## src/rtl/encoder_pkg.sv

```systemverilog
// Shared encoder constants and derived beat geometry for the parity serializer.
package encoder_pkg;

    localparam int EGF_DIM     = 8;   // bits per GF symbol
    localparam int RSC_PAR_LEN = 16;  // parity symbols per codeword
    localparam int ENC_SYM     = 3;   // symbols per output beat
    localparam int PRO_PHASE   = 0;   // phase offset of the upstream parity processor

    // Beats needed to carry len symbols es at a time.
    function automatic int nb_of(input int len, input int es);
        return (len + es - 1) / es;
    endfunction

    // Valid symbols in the final (possibly partial) beat.
    function automatic int last_cnt_of(input int len, input int es);
        return len - (nb_of(len, es) - 1) * es;
    endfunction

    // Beat index width; at least one bit even for a single-beat codeword.
    function automatic int bidx_w_of(input int nb);
        return (nb > 1) ? $clog2(nb) : 1;
    endfunction

    localparam int NB       = nb_of(RSC_PAR_LEN, ENC_SYM);
    localparam int LAST_CNT = last_cnt_of(RSC_PAR_LEN, ENC_SYM);
    localparam int BIDX_W   = bidx_w_of(NB);

endpackage

```

## src/rtl/enc_par_beat_sel.sv

```systemverilog
// Combinational beat slicer: picks the symbols of beat beat_idx out of a
// parity vector, highest-order symbol first, earliest symbol in the top slot.
module enc_par_beat_sel #(
    parameter int EGF_DIM     = encoder_pkg::EGF_DIM,
    parameter int RSC_PAR_LEN = encoder_pkg::RSC_PAR_LEN,
    parameter int ENC_SYM     = encoder_pkg::ENC_SYM,
    parameter int BIDX_W      = encoder_pkg::BIDX_W
) (
    input  logic [RSC_PAR_LEN*EGF_DIM-1:0] vec,
    input  logic [BIDX_W-1:0]              beat_idx,
    output logic [ENC_SYM*EGF_DIM-1:0]     data,
    output logic [$clog2(ENC_SYM+1)-1:0]   cnt,
    output logic                           last
);
    import encoder_pkg::*;

    localparam int CNT_W = $clog2(ENC_SYM + 1);
    localparam int NBEATS = nb_of(RSC_PAR_LEN, ENC_SYM);
    localparam logic [BIDX_W-1:0] LAST_IDX  = BIDX_W'(NBEATS - 1);
    localparam logic [CNT_W-1:0]  CNT_FULL  = CNT_W'(ENC_SYM);
    localparam logic [CNT_W-1:0]  CNT_LAST  = CNT_W'(last_cnt_of(RSC_PAR_LEN, ENC_SYM));

    // Slot s maps to symbol top - k*ENC_SYM - (ENC_SYM-1-s); slots below symbol 0 read as zero.
    always_comb begin
        int idx;
        idx  = 0;
        data = '0;
        for (int s = 0; s < ENC_SYM; s++) begin
            idx = RSC_PAR_LEN - 1 - int'(beat_idx) * ENC_SYM - (ENC_SYM - 1 - s);
            if (idx >= 0 && idx < RSC_PAR_LEN)
                data[s*EGF_DIM +: EGF_DIM] = vec[idx*EGF_DIM +: EGF_DIM];
        end
        last = (beat_idx == LAST_IDX);
        cnt  = last ? CNT_LAST : CNT_FULL;
    end

endmodule

```

## src/rtl/enc_par_serializer.sv

```systemverilog
// Two-entry ping-pong parity buffer feeding an ENC_SYM-wide beat stream.
module enc_par_serializer #(
    parameter int EGF_DIM     = encoder_pkg::EGF_DIM,
    parameter int RSC_PAR_LEN = encoder_pkg::RSC_PAR_LEN,
    parameter int ENC_SYM     = encoder_pkg::ENC_SYM
) (
    input  logic                           clk,
    input  logic                           rst,
    input  logic                           par_in_valid,
    output logic                           par_in_ready,
    input  logic [RSC_PAR_LEN*EGF_DIM-1:0] par_in_data,
    output logic                           par_out_valid,
    input  logic                           par_out_ready,
    output logic [ENC_SYM*EGF_DIM-1:0]     par_out_data,
    output logic [$clog2(ENC_SYM+1)-1:0]   par_out_cnt,
    output logic                           par_out_last
);
    import encoder_pkg::*;

    localparam int VEC_W  = RSC_PAR_LEN * EGF_DIM;
    localparam int BEAT_W = ENC_SYM * EGF_DIM;
    localparam int CNT_W  = $clog2(ENC_SYM + 1);
    localparam int NBEATS = nb_of(RSC_PAR_LEN, ENC_SYM);
    localparam int BIDX_W = bidx_w_of(NBEATS);
    localparam logic [BIDX_W-1:0] LAST_IDX = BIDX_W'(NBEATS - 1);
    localparam logic [CNT_W-1:0]  CNT_LAST = CNT_W'(last_cnt_of(RSC_PAR_LEN, ENC_SYM));

    logic [1:0][VEC_W-1:0] entry;
    logic [1:0]            full, full_nxt;
    logic                  wr_ptr, rd_ptr, wr_ptr_nxt, rd_ptr_nxt;
    logic [BIDX_W-1:0]     beat_idx, beat_idx_nxt;
    logic                  wr_fire, rd_fire, drain;
    logic [VEC_W-1:0]      sel_vec;
    logic [BEAT_W-1:0]     beat_data;
    logic [CNT_W-1:0]      beat_cnt;
    logic                  beat_last;

    // Handshakes are functions of registered state only.
    assign par_in_ready  = !full[wr_ptr];
    assign par_out_valid = full[rd_ptr];

    // Next-state: pointer/beat advance and occupancy; a same-cycle write and drain both land.
    always_comb begin
        wr_fire      = par_in_valid & par_in_ready;
        rd_fire      = par_out_valid & par_out_ready;
        drain        = rd_fire && (beat_idx == LAST_IDX);
        beat_idx_nxt = beat_idx;
        if (rd_fire)
            beat_idx_nxt = drain ? '0 : BIDX_W'(beat_idx + 1'b1);
        rd_ptr_nxt = rd_ptr ^ drain;
        wr_ptr_nxt = wr_ptr ^ wr_fire;
        full_nxt   = full;
        for (int i = 0; i < 2; i++) begin
            if (drain && rd_ptr == 1'(i)) full_nxt[i] = 1'b0;
            if (wr_fire && wr_ptr == 1'(i)) full_nxt[i] = 1'b1;
        end
        // The head entry may be the one being written this very cycle.
        sel_vec = (wr_fire && wr_ptr == rd_ptr_nxt) ? par_in_data : entry[rd_ptr_nxt];
    end

    enc_par_beat_sel #(
        .EGF_DIM     (EGF_DIM),
        .RSC_PAR_LEN (RSC_PAR_LEN),
        .ENC_SYM     (ENC_SYM),
        .BIDX_W      (BIDX_W)
    ) u_beat_sel (
        .vec      (sel_vec),
        .beat_idx (beat_idx_nxt),
        .data     (beat_data),
        .cnt      (beat_cnt),
        .last     (beat_last)
    );

    // State and output registers; outputs preload the beat the next state will present.
    always_ff @(posedge clk or posedge rst) begin
        if (rst) begin
            entry        <= '0;
            full         <= '0;
            wr_ptr       <= 1'b0;
            rd_ptr       <= 1'b0;
            beat_idx     <= '0;
            par_out_data <= '0;
            par_out_cnt  <= '0;
            par_out_last <= 1'b0;
        end else begin
            if (wr_fire) entry[wr_ptr] <= par_in_data;
            full     <= full_nxt;
            wr_ptr   <= wr_ptr_nxt;
            rd_ptr   <= rd_ptr_nxt;
            beat_idx <= beat_idx_nxt;
            if (full_nxt[rd_ptr_nxt]) begin
                par_out_data <= beat_data;
                par_out_cnt  <= beat_cnt;
                par_out_last <= beat_last;
            end else begin
                par_out_data <= '0;
                par_out_cnt  <= '0;
                par_out_last <= 1'b0;
            end
        end
    end

    a_no_overwrite: assert property (@(posedge clk) disable iff (rst) !(wr_fire && full[wr_ptr]));
    a_cnt_nonzero:  assert property (@(posedge clk) disable iff (rst) par_out_valid |-> par_out_cnt != '0);
    a_last_cnt:     assert property (@(posedge clk) disable iff (rst) par_out_last |-> par_out_cnt == CNT_LAST);

endmodule
```

## config.mk

```make
export PLATFORM = sky130hd
export DESIGN_NAME = enc_par_serializer
export DESIGN_NICKNAME = d
export VERILOG_FILES = /design/src/rtl/encoder_pkg.sv /design/src/rtl/enc_par_beat_sel.sv /design/src/rtl/enc_par_serializer.sv
export SDC_FILE = /design/constraint.sdc
export NUM_CORES = 1
export LEC_CHECK = 0
export BUFFER_PORTS_ARGS = -buffer_cell sky130_fd_sc_hd__clkbuf_2
export CAP_MARGIN = 40
export CORE_MARGIN = 2
export CORE_UTILIZATION = 40
export CTS_CLUSTER_DIAMETER = 100
export DETAILED_ROUTE_END_ITERATION = 10
export PLACE_DENSITY = 0.58
export SYNTH_ARGS = -nofsm -noshare
export SYNTH_HDL_FRONTEND = slang
export SYNTH_HIERARCHICAL = 1
export SYNTH_SLANG_ARGS = --single-unit
```

## constraint.sdc

```tcl
create_clock -name clk -period 16.5 [get_ports clk]
set_input_delay 2.475 -clock clk [delete_from_list [all_inputs] [get_ports clk]]
set_output_delay 2.475 -clock clk [all_outputs]
set_load 0.01 [all_outputs]
```

After elaboration in Yosys (flattened, before gate mapping)
Index checks and enable logic that the tools add are counted.
{ "totals": {"register_bits": 290, "input_bits": 132, "elab_cells": 72} }
{ "classes": {"n_addsub": 4, "multipliers": 1, "n_lt_le_gt_ge": 10, "eq_ne": 3, "shift": 3, "n_mux": 25, "bitwise_logic": 6, "n_reduce_logical": 11} }
{ "op_table": {"columns": ["operator", "n"], "rows": [
  ["two-way mux 128 bit", 4],
  ["indexed part select 128 x 32 -> 8 bit", 3],
  ["bitwise mux 256 bit", 1],
  ["demux 128 bit (select 1 bit)", 1],
  ["greater-or-equal comparator 32 x 1 -> 1 bit (second input constant)", 3],
  ["< comparator 32 x 6 -> 1 bit (second input constant)", 3],
  ["subtractor 32 x 2 -> 32 bit (second input constant)", 1],
  ["subtractor 32 x 3 -> 32 bit (second input constant)", 1],
  ["subtractor 5 x 32 -> 32 bit (first input constant)", 1],
  ["two-way mux 24 bit", 1],
  ["two-way mux 8 bit", 3],
  ["two-way mux 1 bit", 11],
  ["logical AND 1 bit", 10],
  ["== test 3 bit (second input constant)", 2],
  ["< comparator 1 x 2 -> 1 bit (second input constant)", 3],
  ["two-way mux 3 bit", 2],
  ["multiplier 3 x 2 -> 5 bit (second input constant)", 1],
  ["two-way mux 2 bit", 2],
  ["adder 3 x 1 -> 3 bit (second input constant)", 1],
  ["AND 1 bit", 2],
  ["NOT 1 bit", 2],
  ["XOR 1 bit", 2],
  ["== test 1 bit", 1],
  ["greater-or-equal comparator 1 bit (second input constant)", 1],
  ["zero test 1 bit", 1]
]} }

Longest topological paths before layout
{ "depth": {"ltp_word": 13, "ltp_mapped": 23, "ltp_nobuf": 19} }

Modules after synthesis
The synthesis kept the hierarchy.
{ "by_module_without_submodules": {"columns": ["module", "n_inst", "cells_per_inst", "area_per_inst_um2"], "rows": [
  ["enc_par_serializer", 1, 924, 14478.9],
  ["enc_par_beat_sel", 1, 345, 3769.9]
]} }

Worst setup path after synthesis
OpenSTA, ideal clock, no wires.
{ "synth_timing": {"path_kind": "input -> register", "startpoint": "input port par_out_ready", "endpoint": "register par_out_data[15]", "t_arrival_ns": 6.818, "slack_ns": 9.594, "stages": 20, "cell_sequence": "nand2_1 > mux2_2 > buf_2 > inv_2 > ha_1 > buf_2 > inv_2 > buf_1 > ha_1 > clkbuf_1 > nand2_1 > inv_1 > ha_1 > o21ai_0 > ha_1 > nand4b_1 > or4_1 > nor3_1 > a32o_1 > nor3b_1"} }
{ "synth_via": {"elab_chain_cells": 11, "word_cells_on_any_way": 27, "cone_classes": "add/sub: 2; mul: 1; order compare: 2; eq/ne: 1; shift: 1; mux: 13; bitwise: 2; reduce/logical: 5"} }
{ "synth_rtl": {"columns": ["element", "line_no", "rtl"], "rows": [
  ["from (decl)", "enc_par_serializer.sv:13", "input logic par_out_ready,"],
  ["AND 1 bit *", "enc_par_serializer.sv:45", "rd_fire = par_out_valid & par_out_ready;"],
  ["logical AND 1 bit", "enc_par_serializer.sv:46", "drain = rd_fire && (beat_idx == LAST_IDX);"],
  ["two-way mux 3 bit", "enc_par_serializer.sv:49", "beat_idx_nxt = drain ? '0 : BIDX_W'(beat_idx + 1'b1);"],
  ["two-way mux 3 bit *", "enc_par_serializer.sv:48", "if (rd_fire)"],
  ["via beat_idx_nxt[0]", "enc_par_serializer.sv:31", "logic [BIDX_W-1:0] beat_idx, beat_idx_nxt;"],
  ["multiplier 3 x 2 -> 5 bit *", "enc_par_beat_sel.sv:29", "idx = RSC_PAR_LEN - 1 - int'(beat_idx) * ENC_SYM - (ENC_SYM - 1 - s);"],
  ["subtractor 5 x 32 -> 32 bit *", "enc_par_beat_sel.sv:29", null],
  ["subtractor 32 x 2 -> 32 bit *", "enc_par_beat_sel.sv:29", null],
  ["greater-or-equal comparator 32 x 1 -> 1 bit / < comparator 32 x 6 -> 1 bit (equally long branches)", "enc_par_beat_sel.sv:30", "if (idx >= 0 && idx < RSC_PAR_LEN)"],
  ["logical AND 1 bit", "enc_par_beat_sel.sv:30", null],
  ["two-way mux 8 bit *", "enc_par_beat_sel.sv:30", null],
  ["via beat_data[15]", "enc_par_serializer.sv:34", "logic [BEAT_W-1:0] beat_data;"],
  ["two-way mux 24 bit *", "enc_par_serializer.sv:91", "if (full_nxt[rd_ptr_nxt]) begin"],
  ["to (signal assigned)", "enc_par_serializer.sv:92", "par_out_data <= beat_data;"],
  ["to (decl)", "enc_par_serializer.sv:14", "output logic [ENC_SYM*EGF_DIM-1:0] par_out_data,"]
]} }
Mark *: on every way through the listed nets, which the timed path passes. The rest lies on a longest branch. The select of a mux whose other input is x is not followed.
A chain may end at the register's enable or synchronous reset.

Final worst setup path
{ "layout_timing": {"startpoint": "input port par_out_ready", "endpoint": "register par_out_data[9]"} }
The elaborated chain is that of the path after synthesis.

==> flow_summary.ini <==
[run_status]
status = finished clean

[setup_path]
critPathArrivalTime_ns = 7.88
crit_fanout = 56
cp_num_cells = 19
path_class = primary input to flip-flop
cpPeakStageDelay_ns = 0.88
slowest_stage = fa_2
crit_chain = clkbuf_2, nand2_1, mux2_8, buf_16, ha_1, inv_1, fa_2, inv_1, ha_1, nand2_1, inv_1, ha_1, o21ai_0, ha_1, nand4b_1, or4_1, nor3_1, a32o_1, nor3b_1
cp_num_buf_inv = 5
critPathMostFrequentCell = ha_1
crit_path_start_kind = primary input
reg2regPathDepth = 19
required_ns = 16.94
crit_path_end_kind = flip-flop
cp_top_family = adder cells

[clocking]
clk_pin_slew_ns = 0.05
cts-root-buf = clkbuf_16
clk_path_buf_depth = 3
cts.repair.resized = 0
cts_buffers = 36
cts_tree = built
hold_buffers = 0
cts_max_level = 2
cts_sinks = 290
clk_latency_ns = 0.55
post-cts-setup-buffers = 0

[route]
vias_per_cell = 5.612
drt-initial-drc-count = 792
drc = 0
num_vias = 11330
wirelength_mm = 49.07
drt-wirelength-per-cell_um = 24.30
final_antenna_net_count = 0
dr.pass1.iters = 5

[sta]
relSlewSlack = 0.3552
setup_viol = 0
period_needed_ns = 7.434
hold_viol = 0
tightest_slew_ns = 0.9672
rsz0062_at_grt = false
fin_worst_skew_ns = 0.01616
fin_tns_setup_ns = 0
period_share = 0.4506
drv_slew = 0
max_freq_mhz = 134.5

[hold_path]
hp-class = flip-flop to flip-flop
min_path_cells = 1

[synth]
yosysSeqAreaShare = 0.3977
ys.flop_type = dfrtp_1
yosys_warnings = 6
synth_fp_nets = 1428
synth_common_cells = mux2_2 (409), dfrtp_1 (290), mux2_4 (120)
avgSynthCellArea_um2 = 14.38
synth_edf_count = 0
post-synth-top-count-cell = mux2_2
syn_inst = 1269
synth.top_cell.area_share = 0.3977
synth.area.top_cells = dfrtp_1 (40%), mux2_2 (25%), mux2_4 (9.9%), mux4_2 (9.3%), mux2i_1 (3.1%)
ys_ff_latch = 290
ys_types = 57
yosysTopAreaCell = dfrtp_1
ys_async_sr_fraction = 1.000
syn_area_um2 = 18250

[floorplanning]
core_area_um2 = 45190
io_pins = 161
start_util = 0.4039
die_h_um = 217.6
fp.dieW_um = 217.6
dieArea_um2 = 47350
rows = 78

[grt]
antenna_found_initial = 1
first_global_vias = 11620
grt-ovfl-total = 0
grt_max_degree = 169
grt_pass1_wl_mm = 73.83
track_usage = 0.2074

[place]
gp_congestion = 0.8573
port_buffers = 160
dp.final_hpwl_mm = 34.65

[layout]
nets = 1557
area_delta_synth_final_pct = 13.80
antenna_cells = 0
drive_above_1_share = 0.6054

[job]
cap_viol_max_count = 0
## logic make-up (layout without fill, tap and decap cells)
family / Yosys count / in the layout / share of synthesized area
adders and majority gates: 27 / 27 / 0.01892
xor gates and xnor gates: 4 / 4 / 0.003634
DFF: 290 / 290 / 0.3977
muxes: 661 / 661 / 0.4749
and+or+nand+nor: 120 / 120 / 0.04066
AOI/OAI and AO/OA: 53 / 53 / 0.02201
other: 1 / 1 / 0.0002055
buffers and inverters: 113 / 263 / 0.04196
## state kept, by name (all words and copies together) (netlist names)
name / flops
full: 2
beat_idx: 3
wr_ptr: 1
entry: 256
par_out_last: 1
par_out_data: 24
par_out_cnt: 2
rd_ptr: 1
## metal layers
metal / wire, µm / track usage / share of wire
met1: 23360 / 0.3067 / 0.48
met2: 21470 / 0.3031 / 0.44
met3: 2903 / 0.04351 / 0.059
met4: 1336 / 0.06347 / 0.027
met5: 0 / 0 / 0
## worst register-to-register path: stages, from the launching register on
cell and delay (ns):
dfrtp_1 0.46, mux2_2 0.34, nand2_1 0.19, mux2_8 0.52, buf_16 0.33, ha_1 0.27
inv_1 0.07, fa_2 0.88, inv_1 0.23, ha_1 0.33, nand2_1 0.12, inv_1 0.05
ha_1 0.16, o21ai_0 0.08, ha_1 0.26, nand4b_1 0.16, or4_1 0.53, nor3_1 0.66
a32o_1 0.26, nor3b_1 0.19
## per-stage QoR
stage	instance area (µm²)	util	cells	hold slack (ns)	setup slack (ns)
final	20770	0.4596	2019	0.4997	9.066
after global routing	20770	0.4596	2019	0.5104	8.645
after CTS	20770	0.4596	2019	0.5027	9.103
after detailed placement	19600	0.4337	1960	0.4899	8.583
after global placement	19310	0.4275	1949	0.4833	8.122
after floorplan	18250	-	1269	0.4750	6.019
## cell type report
type	instances	area, µm²
inverters	18	75.07
clock buffers	52	1052
flip-flops and latches	290	7257
well taps	600	750.7
clock inverters	7	116.4
multi-input cells	866	10310
repair buffers	186	1209
fillers	4006	24420
## path summary, 6_finish.rpt
kind / start / slack (ns) / endpoint
min in group asynchronous: rst / 1.83 / entry[168]
setup reg to reg: full[0] / 10.31 / par_out_data[9]
hold reg to reg: entry[56] / 0.50 / entry[56]
setup / recovery: par_out_ready / 9.07 / par_out_data[9]
hold / removal: entry[56] / 0.50 / entry[56]
max in group asynchronous: rst / 13.54 / entry[91]
## layout by cell type, fill, tap and decap left out, drive strengths merged, types with 2 or more instances in the layout
cell type,count
buf,26
a21oi,4
mux2,529
nor2,6
a221oi,2
nor3b,41
nand4,3
nand2,30
a31oi,2
nand3b,12
bufinv,3
clkinv,4
dfrtp,290
xor2,2
mux4,75
nand2b,4
a32o,6
inv,17
ha,26
a211oi,15
o22ai,14
nand3,12
mux2i,57
a21o,2
o21ai,2
nor2b,2
clkbuf,212
Power is not shown: default switching activity piles up to over one toggle a cycle in this logic, so the estimate is an artifact.
